**src/rtl/fifo_fwft_adapter.sv**
```systemverilog
// First-word-fall-through adapter in front of a standard-mode FIFO whose read data arrives RD_LATENCY cycles
// after fifo_rd_en. A small circular output buffer presents the head word on m_data/m_valid.
module fifo_fwft_adapter #(
    parameter int WIDTH      = 9,
    parameter int RD_LATENCY = 1
) (
    input  logic             clk,
    input  logic             rst,
    input  logic [WIDTH-1:0] fifo_dout,
    input  logic             fifo_empty,
    output logic             fifo_rd_en,
    output logic [WIDTH-1:0] m_data,
    output logic             m_valid,
    input  logic             m_ready,
    output logic [2:0]       level,
    output logic             ovf_err
);
    localparam int               DEPTH     = RD_LATENCY + 2;
    localparam int               PTR_W     = $clog2(DEPTH);
    localparam logic [PTR_W-1:0] LAST_PTR  = PTR_W'(DEPTH - 1);
    localparam logic [2:0]       DEPTH_CNT = 3'(DEPTH);

    logic [WIDTH-1:0]      buf_mem [DEPTH];
    logic [PTR_W-1:0]      rd_ptr_q, rd_ptr_d;
    logic [PTR_W-1:0]      wr_ptr_q, wr_ptr_d;
    logic [2:0]            count_q, count_d;
    logic [RD_LATENCY-1:0] pipe_q, pipe_d;
    logic                  ovf_err_q, ovf_err_d;
    logic [2:0]            inflight;
    logic [3:0]            occupancy;
    logic                  capture;
    logic                  transfer;
    logic                  store;

    function automatic logic [PTR_W-1:0] ptr_inc(input logic [PTR_W-1:0] p);
        return (p == LAST_PTR) ? '0 : p + PTR_W'(1);
    endfunction

    always_comb begin
        inflight = '0;
        for (int i = 0; i < RD_LATENCY; i++) begin
            inflight = inflight + 3'(pipe_q[i]);
        end
    end

    // Reserve a slot for every outstanding read so a returning word always has room,
    // without looking at m_ready (keeps the read strobe off the consumer's timing path).
    assign occupancy  = {1'b0, count_q} + {1'b0, inflight};
    assign fifo_rd_en = !rst && !fifo_empty && (occupancy < {1'b0, DEPTH_CNT});

    assign m_valid = (count_q != 3'd0);
    assign m_data  = buf_mem[rd_ptr_q];
    assign level   = count_q;
    assign ovf_err = ovf_err_q;

    always_comb begin
        pipe_d    = '0;
        pipe_d[0] = fifo_rd_en;
        for (int i = 1; i < RD_LATENCY; i++) begin
            pipe_d[i] = pipe_q[i-1];
        end
    end

    always_comb begin
        capture   = pipe_q[RD_LATENCY-1];
        transfer  = m_valid && m_ready;
        store     = capture && ((count_q != DEPTH_CNT) || transfer);
        rd_ptr_d  = transfer ? ptr_inc(rd_ptr_q) : rd_ptr_q;
        wr_ptr_d  = store ? ptr_inc(wr_ptr_q) : wr_ptr_q;
        count_d   = count_q;
        if (store && !transfer) begin
            count_d = count_q + 3'd1;
        end else if (!store && transfer) begin
            count_d = count_q - 3'd1;
        end
        ovf_err_d = ovf_err_q || (capture && !store);
    end

    always_ff @(posedge clk or posedge rst) begin
        if (rst) begin
            rd_ptr_q  <= '0;
            wr_ptr_q  <= '0;
            count_q   <= '0;
            pipe_q    <= '0;
            ovf_err_q <= 1'b0;
        end else begin
            rd_ptr_q  <= rd_ptr_d;
            wr_ptr_q  <= wr_ptr_d;
            count_q   <= count_d;
            pipe_q    <= pipe_d;
            ovf_err_q <= ovf_err_d;
        end
    end

    // Storage is deliberately left out of reset; m_data is only meaningful while m_valid is high.
    always_ff @(posedge clk) begin
        if (store) begin
            buf_mem[wr_ptr_q] <= fifo_dout;
        end
    end
endmodule
```
**config.mk**
```make
export PLATFORM = sky130hd
export DESIGN_NAME = fifo_fwft_adapter
export DESIGN_NICKNAME = d
export VERILOG_FILES = /design/src/rtl/fifo_fwft_adapter.sv
export SDC_FILE = /design/constraint.sdc
export NUM_CORES = 1
export LEC_CHECK = 0
export BUFFER_PORTS_ARGS = -buffer_cell sky130_fd_sc_hd__clkbuf_2
export CORE_MARGIN = 3
export CORE_UTILIZATION = 50
export CTS_CLUSTER_DIAMETER = 100
export CTS_CLUSTER_SIZE = 40
export DETAILED_ROUTE_END_ITERATION = 10
export PLACE_DENSITY = 0.73
export RECOVER_POWER = 100
export SLEW_MARGIN = 40
export SYNTH_ARGS = -nofsm -noshare
export SYNTH_HDL_FRONTEND = slang
export SYNTH_SLANG_ARGS = --single-unit
```
**constraint.sdc**
```tcl
create_clock -name clk -period 4 [get_ports clk]
set_input_delay 0.8 -clock clk [delete_from_list [all_inputs] [get_ports clk]]
set_output_delay 0.8 -clock clk [all_outputs]
set_load 0.02 [all_outputs]
```
==> results.txt, run 1 <==
- After clock tree synthesis, the clock-pin slew on the worst setup and hold paths is about 110 ps.
- Hold repair after CTS inserted 0 buffers.
- Leakage power figure: 0.625 nW
- Vias in the first global route: 792
- The worst setup path is launched from a flip-flop.
- Accumulated negative setup slack: 0 ps
* Max-capacitance violation count: 0
- HPWL after detailed placement: 1560 µm
* Cell area power density: 661 mW/mm²
- Largest net degree at the start of global routing: 22
- Crit. End Element: output pin
* Beginning of the critical path: level[0]$_DFFE_PP0P_
- Gr usage total: 14.6%
- The flow ran to the end, and the final reports show no timing, DRC or antenna violations.
* Maximum fanout along the worst path: 7
* Reg2Reg Capture Point: level[2]$_DFFE_PP0P_
* Fraction of registers with async set or reset after synthesis: about a quarter
- Summed instance area of the synthesized netlist: 0.00148 mm²
- After synthesis, the cell types taking the most area are sky130_fd_sc_hd__edfxtp_1, sky130_fd_sc_hd__dfrtp_1, sky130_fd_sc_hd__mux2i_1, sky130_fd_sc_hd__o21ai_0, sky130_fd_sc_hd__nand2_1.
- Leading post-synthesis cells by instance count: sky130_fd_sc_hd__edfxtp_1, sky130_fd_sc_hd__nand2_1, sky130_fd_sc_hd__o21ai_0, sky130_fd_sc_hd__dfrtp_1, sky130_fd_sc_hd__mux2i_1
- In this run the tightest slew margin relative to its limit is 60.1%.
- Once the floorplan was initialized, standard cells occupied 53.3% of the core.
- The clock passes through at most 2 buffers.
* Seq cells post-synth: 36
- Number of vias in the routed layout: 852
* WL per Instance: 14.0 µm
* Clock tree from TritonCTS: built
- Std-Cell Rows: 19
- First-pass GRT wire length: 3690 µm
- Actual transition at the worst max-transition pin: 593 ps
* Number of vias per cell: 5.20
- Period minus WS final: approximately 2900 ps
- Most common cell in the synthesized netlist: sky130_fd_sc_hd__edfxtp_1
- I/O Buffers: 27
- Remaining antenna violation count after routing: 0
- The number of cells on the worst reg-to-reg path is 7.
* Die Ht: 60.5 µm
- Unique masters post-synth: 27
* Number of pins exceeding their max-slew limit in the final report: 0
* Number of synthesized flops with an enable pin: 27
- Synthesized area per cell: ~15 µm²
- Detailed Routing Iterations Pass 1: 3
- Yosys printed 0 warnings.
- # DRC: 0
- Num CTS Buffers: 5
- When the netlist entered floorplanning its net count stood at ~120.
* Nets: 149
- The tree is rooted in a sky130_fd_sc_hd__clkbuf_4.
- The worst register-to-register path begins at level[1]$_DFFE_PP0P_.
- Number of setup buffers added after CTS: 0
* DIE WIDTH: 60.5 µm
- After clock tree synthesis, the repair step resized 0 gates.
- Total inserted antenna cells: 0
- Count of filler cells inserted in the layout: 228
* Total wire length after detailed routing: 2290 µm
- Across all register-to-register paths, the minimum setup slack is 1750 ps.
- In this run the worst setup path terminates at fifo_rd_en.
* Area of the die: 0.00365 mm²
* Global route total overflow: 0
- Area growth syn-to-layout: 12.3%
- CTS H-tree depth: 2
* Crit path kind: flip-flop to output pin
* Floorplan core area: 0.00278 mm²
* Fraction of the yosys area taken by sequential cells: about 70%
* Maximum ir drop on the vdd rail: 402 µV
- The number of antenna violations at the first check in global routing was 0.
* Initial DRC Count: 16
- Of all cell types, the one taking the most synthesized area is sky130_fd_sc_hd__edfxtp_1.
- The worst hold path belongs to the class input pin to asynchronous set/reset pin.
- Setup repair after global routing missed its margin: false
* Cells after synthesis: 99
- 28 I/O pins were placed.
- The post-route netlist has 8.27% of its cells at a drive strength greater than 1.
- Dominant register cell in the synthesized netlist: sky130_fd_sc_hd__edfxtp_1
- The clock reaches the later pin of the worst-skew pair after 330 ps.
* Post-layout utilization of the core: 59.9%
- Summed over its instances, the top area cell type makes up 54.7% of the synthesized netlist area.
* Highest achievable clock rate: 0.339 GHz
* Routability-driven placement congestion ratio: approximately 0.7
- Final Setup Violations: 0
- Share of the clock period used by the worst path: ~74%
- STA puts the critical path data required time at ~3200 ps.
- Data arrival time at the worst-slack endpoint: 2150 ps
* Fin Clk Skew: 12.2 ps
- Number of sinks handled by clock tree synthesis: 36
- The hold violation count in the final report is 0.
-- layout make-up --
type	instances	area (µm²)	area share (%)
well taps	31	38.8	2.33
clock buffers	6	41.3	2.48
inverters	3	11.3	0.676
multi-input cells	57	415	24.9
repair buffers	29	111	6.69
flip-flops and latches	36	1040	62.2
clock inverters	2	11.3	0.676
-- cell families after synthesis --
group                      synth area share, %
DFF                                       69.9
and+or+nand+nor                           8.69
AOI/OAI and AO/OA                         6.33
muxes                                     7.85
buffers and inverters                     1.60
adders and majority gates                 3.88
xor gates and xnor gates                  1.77
-- state kept, by name, indices dropped and copies added, names as in the netlist --
| register | count |
|---|---|
| buf_mem | 27 |
| capture | 1 |
| level | 3 |
| ovf_err | 1 |
| rd_ptr_q | 2 |
| wr_ptr_q | 2 |
-- per-stage QoR --
stage	std cells	power [W]	instance area [µm²]	hold WS [ps]	setup WS, ps
2_1_floorplan	99	0.000835	1480	502	905
3_3_place_gp	156	0.000947	1660	452	1490
3_5_place_dp	156	0.000962	1660	450	1400
4_1_cts	164	0.00114	1710	410	1020
5_1_grt	164	0.00119	1670	422	864
6_report	164	0.00110	1670	402	1050
-- power by group --
part	total, W	switching, W	leakage (nW)	internal, W
clock	0.000177	0.000110	0.0259	0.0000669
combinational	0.000358	0.000210	0.244	0.000148
sequential	0.000567	0.0000989	0.355	0.000468
-- critical path: stages (launching register included) --
cell and delay (ps):
sky130_fd_sc_hd__dfrtp_1 490, sky130_fd_sc_hd__ha_1 230, sky130_fd_sc_hd__ha_1 170, sky130_fd_sc_hd__and2_1 130, sky130_fd_sc_hd__a21oi_1 60, sky130_fd_sc_hd__a2111oi_0 470
sky130_fd_sc_hd__clkbuf_1 280
-- placed cells by master (no fill, tap or decap), drive strengths merged --
cell,netlist,layout
nand2b,2,2
xnor2,1,1
clkbuf,2,35
or3,1,1
inv,3,3
nor2,3,3
xor2,2,2
a2111oi,1,1
ha,3,3
and2,1,1
and4bb,2,2
edfxtp,27,27
clkinvlp,0,1
a21o,3,3
dfrtp,9,9
a21oi,1,1
nand2,11,11
mux2,2,2
nor3,2,2
clkinv,0,1
o21ai,10,10
fa,1,1
mux2i,9,9
nor3b,1,1
o31ai,1,1
-- worst min-delay path by stage --
stage / endpoint / slack [ps] / cells past startpoint
2_1_floorplan: wr_ptr_q[1]$_DFFE_PP0P_ / 500 / 1
3_3_place_gp: ovf_err$_DFF_PP0_ / 450 / 1
3_5_place_dp: ovf_err$_DFF_PP0_ / 450 / 1
4_1_cts: wr_ptr_q[1]$_DFFE_PP0P_ / 410 / 2
5_1_grt: wr_ptr_q[1]$_DFFE_PP0P_ / 420 / 2
6_report: wr_ptr_q[1]$_DFFE_PP0P_ / 400 / 2
-- routing by layer --
layer	share of wire, %	GRT usage (%)	routed length, µm	up-vias
li1	-	-	-	428
met1	43	17.5	977	404
met2	51	23.6	1160	16
met3	4.7	4.89	108	4
met4	2.0	7.43	46	0
met5	0	0	0	-
Power figures use the tool's default switching activity.
==> run 2: changes to the inputs <==
CORE_UTILIZATION = 48   (was 50)
clock period = 2.6 ns   (was 4 ns; I/O delays follow)
==> run 2 against run 1 <==
  * Non-clock buffer count did not move
  * Clock-buffer cell count is the same
  * Utilization decreased by 1.3 points
  * Clock power is 51% higher
  * Sequential share of layout area fell by 0.16 points
  * Routed wire length is 7.3% higher
  * Critical endpoint unchanged
  * Total power grew 55%
  * Critical path depth is 2 lower
  * Largest cell class unchanged
  * Setup slack lost 870 ps
  * Hold slack worse by 250 ps
  * Die area rose by 3.7%
==> results.txt, run 2 (same netlist as run 1, synthesis figures left out) <==
- Count of filler cells inserted in the layout: 250 (was 228)
- Vias in the first global route: 841 (was 792)
- The cell total after placement came to 156 (unchanged).
- Buffer type at the clock tree root: sky130_fd_sc_hd__clkbuf_4 (unchanged)
* Number of vias per cell: 5.30 (was 5.20)
* Max-capacitance violation count: 0 (unchanged)
* Detailed Routing Iterations Pass 1: 4 (was 3)
* Maximum ir drop on the vdd rail: 466 µV (was 402 µV)
- Fin Clk Skew: 12.1 ps (was 12.2 ps)
* # DRC: 0 (unchanged)
- The worst-skew pair later-pin latency is 340 ps (was 330 ps).
- The count of input and output buffers was 27 (unchanged).
* Max reg flops: 27 (unchanged)
* Clock tree from TritonCTS: built (unchanged)
* Worst path required time: 2080 ps (was 3200 ps)
- The cell-internal power came to 0.00106 W (was 0.000682 W).
- The average wire length per cell after detail routing is 15.0 µm (was 14.0 µm).
- Share of the clock period used by the worst path: ~93%
- Period minus WS final: around 2400 ps
* Initial DRC Count: 19 (was 16)
- Layout cells sized above 1: 10.5% (was 8.27%)
- Number of primary I/O pins: 28 (unchanged)
- The global placement routability congestion came to 0.703 (was 0.706).
- Number of buffers on the longest clock path: 2 (unchanged)
- Final hold violations: 0 (unchanged)
- The via count came to 870 (was 852).
- Starting density of the core: 52.0% (was 53.3%)
- Die Ht: 61.6 µm (was 60.5 µm)
* Most common cell after layout, fill and taps aside: sky130_fd_sc_hd__edfxtp_1 (was sky130_fd_sc_hd__clkbuf_1)
* Final Setup Violations: 0 (unchanged)
- Area growth syn-to-layout: 12.7% (was 12.3%)
- Leakage power figure: 0.633 nW (was 0.625 nW)
- The proportion of total power due to net switching came to 38.2% (was 38.1%).
- The share of power burned in the clock network was 15.6% (was 16.1%).
- Setup repair after global routing missed its margin: false (unchanged)
* Num CTS Buffers: 5 (unchanged)
- Highest achievable clock rate: 0.414 GHz
- The x dimension of the die was 61.6 µm (was 60.5 µm).
- The net switching power came to 0.000652 W (was 0.000419 W).
- The wire length of the first global-routing pass is 3730 µm (was 3690 µm).
* Std-Cell Rows: 19 (unchanged)
- Largest net degree at the start of global routing: 22 (unchanged)
* Actual transition at the worst max-transition pin: 602 ps (was 593 ps)
- Run status: finished clean (unchanged)
- Register with the most flip-flops: buf_mem (unchanged)
* Number of pins exceeding their max-slew limit in the final report: 0 (unchanged)
* Leading cell types in the layout, fill and taps excluded: sky130_fd_sc_hd__edfxtp_1, sky130_fd_sc_hd__clkbuf_1, sky130_fd_sc_hd__nand2_1, sky130_fd_sc_hd__o21ai_0, sky130_fd_sc_hd__mux2i_1 (was sky130_fd_sc_hd__clkbuf_1, sky130_fd_sc_hd__edfxtp_1, sky130_fd_sc_hd__nand2_1, sky130_fd_sc_hd__o21ai_0)
* Data arrival time at the worst-slack endpoint: 1890 ps (was 2150 ps)
- The combinational power share came to 33.1% (was 32.5%).
- The final standard cell count with taps included and fillers excluded came to 164 (unchanged).
- Number of sinks handled by clock tree synthesis: 36 (unchanged)
- The aggregate global routing overflow came to 0 (unchanged).
* Nets: 149 (unchanged)
* Crit. End Element: output pin (unchanged)
- Number of antenna violations at the first check in global routing: 0 (unchanged)
- Cell area power density: 1020 mW/mm² (was 661 mW/mm²)
- Startpoint class of the critical path: flip-flop (unchanged)
- Accumulated negative setup slack: 0 ps (unchanged)
- Remaining antenna violation count after routing: 0 (unchanged)
- The placeable core area is 0.00285 mm² (was 0.00278 mm²).
- Clock transition at path regs: 100 ps (was 110 ps)
* Number of setup buffers added after CTS: 0 (unchanged)
* HPWL after detailed placement: 1700 µm (was 1560 µm)
- The diode insertion count for antenna repair came to 0 (unchanged).
- The global router's overall resource usage is 14.6% (about the same).
- The hold-fix buffer count after cts came to 0 (unchanged).
- The classification of the worst-slack hold path was input pin to asynchronous set/reset pin (unchanged).
* Total wire length after detailed routing: 2460 µm (was 2290 µm)
- The number of cells on the worst reg-to-reg path is 7 (unchanged).
* CTS H-tree depth: 2 (unchanged)
- The type of the worst setup path is flip-flop to output pin (unchanged).
- The relative slew slack was 59.9% (was 60.1%).
* Area of the die: 0.00379 mm² (was 0.00365 mm²)
* Sequential power share: 51.2% (was 51.5%)
* Maximum fanout along the worst path: 7 (unchanged)
run 2: power groups by stage:
| stage | combinational, W | sequential, W | clock [W] |
|---|---|---|---|
| detailed placement | 0.000600 | 0.000890 | 0 |
| CTS | 0.000615 | 0.000880 | 0.000277 |
| global route | 0.000633 | 0.000898 | 0.000304 |
| global placement | 0.000581 | 0.000879 | 0 |
| finish | 0.000566 | 0.000875 | 0.000267 |
| floorplan | 0.000441 | 0.000846 | 0 |
run 2: layout make-up:
class | instances | area [µm²] | area share, %
Sequential cell | 36 | 1040 | 62.1
Multi-Input combinational cell | 57 | 422 | 25.2
Timing Repair Buffer | 29 | 114 | 6.81
Clock buffer | 6 | 41.3 | 2.47
Tap cell | 31 | 38.8 | 2.32
Inverter | 3 | 11.3 | 0.674
Clock inverter | 2 | 7.51 | 0.449
run 2: through the flow:
stage / setup slack (ps) / hold WS [ps] / util (%) / area (µm²) / power [W]
final: 186 / 149 / 58.6 / 1670 / 0.00171
after global placement: 414 / 451 / 58.2 / 1660 / 0.00146
after floorplan: 58.1 / 348 / - / 1480 / 0.00129
after global routing: 34.8 / 159 / 58.6 / 1670 / 0.00184
after CTS: 66.6 / 148 / 60.1 / 1720 / 0.00177
after detailed placement: 318 / 482 / 58.2 / 1660 / 0.00149
run 2: critical path, cell delays in order, from the launching register on:
cell and delay, ps:
sky130_fd_sc_hd__dfrtp_2 470, sky130_fd_sc_hd__ha_1 230, sky130_fd_sc_hd__ha_1 290, sky130_fd_sc_hd__a2111oi_2 340, sky130_fd_sc_hd__clkbuf_2 240
run 2: final timing paths:
kind / start / to / slack, ps
setup / recovery: level[0]$_DFFE_PP0P_ / fifo_rd_en / 190
hold / removal: rst / rd_ptr_q[0]$_DFFE_PP0P_ / 150
setup reg to reg: level[1]$_DFFE_PP0P_ / level[2]$_DFFE_PP0P_ / 410
hold reg to reg: ovf_err$_DFF_PP0_ / ovf_err$_DFF_PP0_ / 490
max in group asynchronous: rst / level[0]$_DFFE_PP0P_ / 2160
min in group clk: fifo_empty / capture$_DFF_PP0_ / 360
run 2: what timing repair did:
item                                    in CTS  in global routing
pin swaps                                    0                  1
gates cloned                                 0                  0
resized for setup                            2                  1
endpoints found under the setup margin       1                  1
run 2: metal layers:
| metal | part of all wire [%] | vias to the layer above | wire [µm] | GRT usage, % |
|---|---|---|---|---|
| met4 | 2.7 | 0 | 67 | 10.0 |
| li1 | - | 431 | - | - |
| met5 | 0 | - | 0 | 0 |
| met1 | 43 | 413 | 1060 | 16.0 |
| met3 | 4.1 | 7 | 102 | 4.61 |
| met2 | 50 | 19 | 1230 | 24.1 |
==> run 3: changes to the inputs <==
CTS_BUF_LIST = sky130_fd_sc_hd__clkbuf_16   (was not set)
==> run 3 against run 2 <==
  * Hold slack gained 65 ps
  * Die area is the same
  * Largest cell class unchanged
  * Routed wire length grew 1.5%
  * Utilization grew 3.1 points
  * Fmax shrank 0.81%
  * First-iteration DRC count shrank 11%
  * Via count shrank 1.0%
  * Clock skew shrank 7.1 ps
==> results.txt, run 3 (same netlist as run 1, synthesis figures left out) <==
* Highest achievable clock rate: 0.411 GHz (was 0.414 GHz)
- Largest net degree at the start of global routing: 22 (unchanged)
- Final-layout worst hold slack: 213 ps (was 149 ps)
* Total inserted antenna cells: 0 (unchanged)
* Crit. End Element: output pin (unchanged)
* Share of the clock period used by the worst path: 93.6% (was 92.8%)
- The number of max-slew violations in the final report is 0 (unchanged).
* Nets: 149 (unchanged)
- The top register by number of flip-flops is buf_mem (unchanged).
- # DRC: 0 (unchanged)
- Accumulated negative setup slack: 0 ps (unchanged)
- Vias in the first global route: 830 (was 841)
* Data arrival time at the worst-slack endpoint: 1910 ps (was 1890 ps)
- Number of buffers on the longest clock path: 2 (unchanged)
- Startpoint class of the critical path: flip-flop (unchanged)
* First-pass GRT wire length: 3750 µm (was 3730 µm)
- The global placement routability congestion was 0.703 (unchanged).
- The clock edge transition at the registers on the reported setup and hold paths was 50 ps (was 100 ps).
* Cell area power density: 1130 mW/mm² (was 1020 mW/mm²)
- The number of antenna violations at the first check in global routing was 0 (unchanged).
- The clock period minus worst slack was 2430 ps (was 2410 ps).
- HPWL after detailed placement: 1700 µm (unchanged)
- Remaining antenna violation count after routing: 0 (unchanged)
* Std-Cell Rows: 19 (unchanged)
* Source of the worst register-to-register timing path: level[1]$_DFFE_PP0P_ (unchanged)
- Max-capacitance violation count: 0 (unchanged)
- Maximum fanout along the worst path: 7 (unchanged)
- Worst Hold Class: input pin to asynchronous set/reset pin (unchanged)
- The count of pins on the block boundary is 28 (unchanged).
- WL per Instance: 15.2 µm (was 15.0 µm)
* DIE WIDTH: 61.6 µm (unchanged)
- The most common cell after layout, fill and taps aside was sky130_fd_sc_hd__edfxtp_1 (unchanged).
- CTS H-tree depth: 2 (unchanged)
- The highest ir drop seen on vdd was 670 µV (was 466 µV).
* FF-to-FF path depth: 9 (was 7)
- The total wire length after detailed routing is 2500 µm (was 2460 µm).
* Number of vias in the routed layout: 861 (was 870)
* Worst path required time: 2080 ps (about the same)
- The leakage power total came to 0.676 nW (was 0.633 nW).
* Max reg flops: 27 (unchanged)
- Final Setup Violations: 0 (unchanged)
* Clock insertion delay at the later pin of the skew report: 270 ps (was 340 ps)
- The type of the worst setup path is flip-flop to output pin (unchanged).
- Num CTS Buffers: 5 (unchanged)
- The relative slew slack is 59.7% (was 59.9%).
- The number of fill cells in the layout was 238 (was 250).
- Setup repair after global routing missed its margin: false (unchanged).
- Area of the die: 0.00379 mm² (unchanged)
- Initial DRC Count: 17 (was 19)
- The final setup skew came to 5.02 ps (was 12.1 ps).
* Actual transition at the worst max-transition pin: 604 ps (was 602 ps)
* Gr usage total: 14.7% (was 14.6%)
- Leading cell types in the layout, fill and taps excluded: sky130_fd_sc_hd__edfxtp_1, sky130_fd_sc_hd__clkbuf_1, sky130_fd_sc_hd__nand2_1, sky130_fd_sc_hd__o21ai_0, sky130_fd_sc_hd__mux2i_1 (unchanged).
- The buffer cell driving the clock tree root is sky130_fd_sc_hd__clkbuf_16 (was sky130_fd_sc_hd__clkbuf_4).
* Number of sinks handled by clock tree synthesis: 36 (unchanged)
* Beginning of the critical path: level[0]$_DFFE_PP0P_ (unchanged)
- The aggregate global routing overflow was 0 (unchanged).
- The y dimension of the die came to 61.6 µm (unchanged).
- Clock tree from TritonCTS: built (unchanged)
- Hold buffers post-CTS: 0 (unchanged)
- The share of final-layout standard cells stronger than drive strength 1 was 10.5% (unchanged).
* Detailed Routing Iterations Pass 1: 3 (was 4)
* Number of vias per cell: 5.25 (was 5.30)
- Reg2Reg Capture Point: level[2]$_DFFE_PP0P_ (unchanged)
- Area growth syn-to-layout: 18.6% (was 12.7%)
- Total area of sequential cells: 0.00104 mm² (unchanged)
- The count of input and output buffers came to 27 (unchanged).
- Floorplan core area: 0.00285 mm² (unchanged)
* Internal reg-to-reg setup slack: 430 ps (was 410 ps)
- The initial core utilization is 52.0% (unchanged).
- The area of the multi-input gates was 422 µm² (unchanged).
- Run status: finished clean (unchanged)
- Final hold violations: 0 (unchanged)
==> run 3: final cells by class <==
type / instances / share of cell area (%)
multi-input combinational: 57 / 24.0
timing repair buffer: 29 / 6.47
sequential: 36 / 59.0
clock inverter: 3 / 0.640
tap: 31 / 2.20
inverter: 3 / 0.640
clock buffer: 5 / 7.11
==> run 3: critical path, cell delays in order (launching register included) <==
cell and delay [ps]:
sky130_fd_sc_hd__dfrtp_2 450, sky130_fd_sc_hd__ha_1 230, sky130_fd_sc_hd__ha_1 190, sky130_fd_sc_hd__nor2_1 90
sky130_fd_sc_hd__a21oi_1 60, sky130_fd_sc_hd__a2111oi_2 380, sky130_fd_sc_hd__clkbuf_2 240
==> run 3: timing repair <==
action                                  CTS  global route
setup buffers                             0             0
endpoints found under the setup margin    0             1
gates resized for setup                   0             2
==> run 3: report_power, final <==
part / total (W) / switching [W] / internal (W)
combinational: 0.000567 / 0.000332 / 0.000235
clock: 0.000543 / 0.000199 / 0.000344
sequential: 0.000878 / 0.000154 / 0.000724
==> run 3: worst max path at each step <==
| stage | endpoint | slack [ps] |
|---|---|---|
| 2_1_floorplan | fifo_rd_en | 60 |
| 3_3_place_gp | fifo_rd_en | 410 |
| 3_5_place_dp | fifo_rd_en | 320 |
| 4_1_cts | fifo_rd_en | 20 |
| 5_1_grt | fifo_rd_en | 50 |
| 6_report | fifo_rd_en | 170 |
==> run 3: per-stage QoR <==
| step | total power (W) | worst slack [ps] | cell area (µm²) | instances | util (%) |
|---|---|---|---|---|---|
| after floorplan | 0.00129 | 58.1 | 1480 | 99 | - |
| after global placement | 0.00146 | 414 | 1660 | 156 | 58.2 |
| after detailed placement | 0.00149 | 318 | 1660 | 156 | 58.2 |
| after CTS | 0.00204 | 18.7 | 1800 | 164 | 63.0 |
| after global routing | 0.00212 | 49.1 | 1760 | 164 | 61.7 |
| final | 0.00199 | 167 | 1760 | 164 | 61.7 |
==> run 3: routing by layer <==
metal  part of all wire (%)  track usage [%]  vias to the layer above
met5                      0                0                        -
met1                     43             17.0                      412
li1                       -                -                      428
met4                    2.0             8.18                        0
met2                     50             23.3                       16
met3                    4.5             5.87                        5
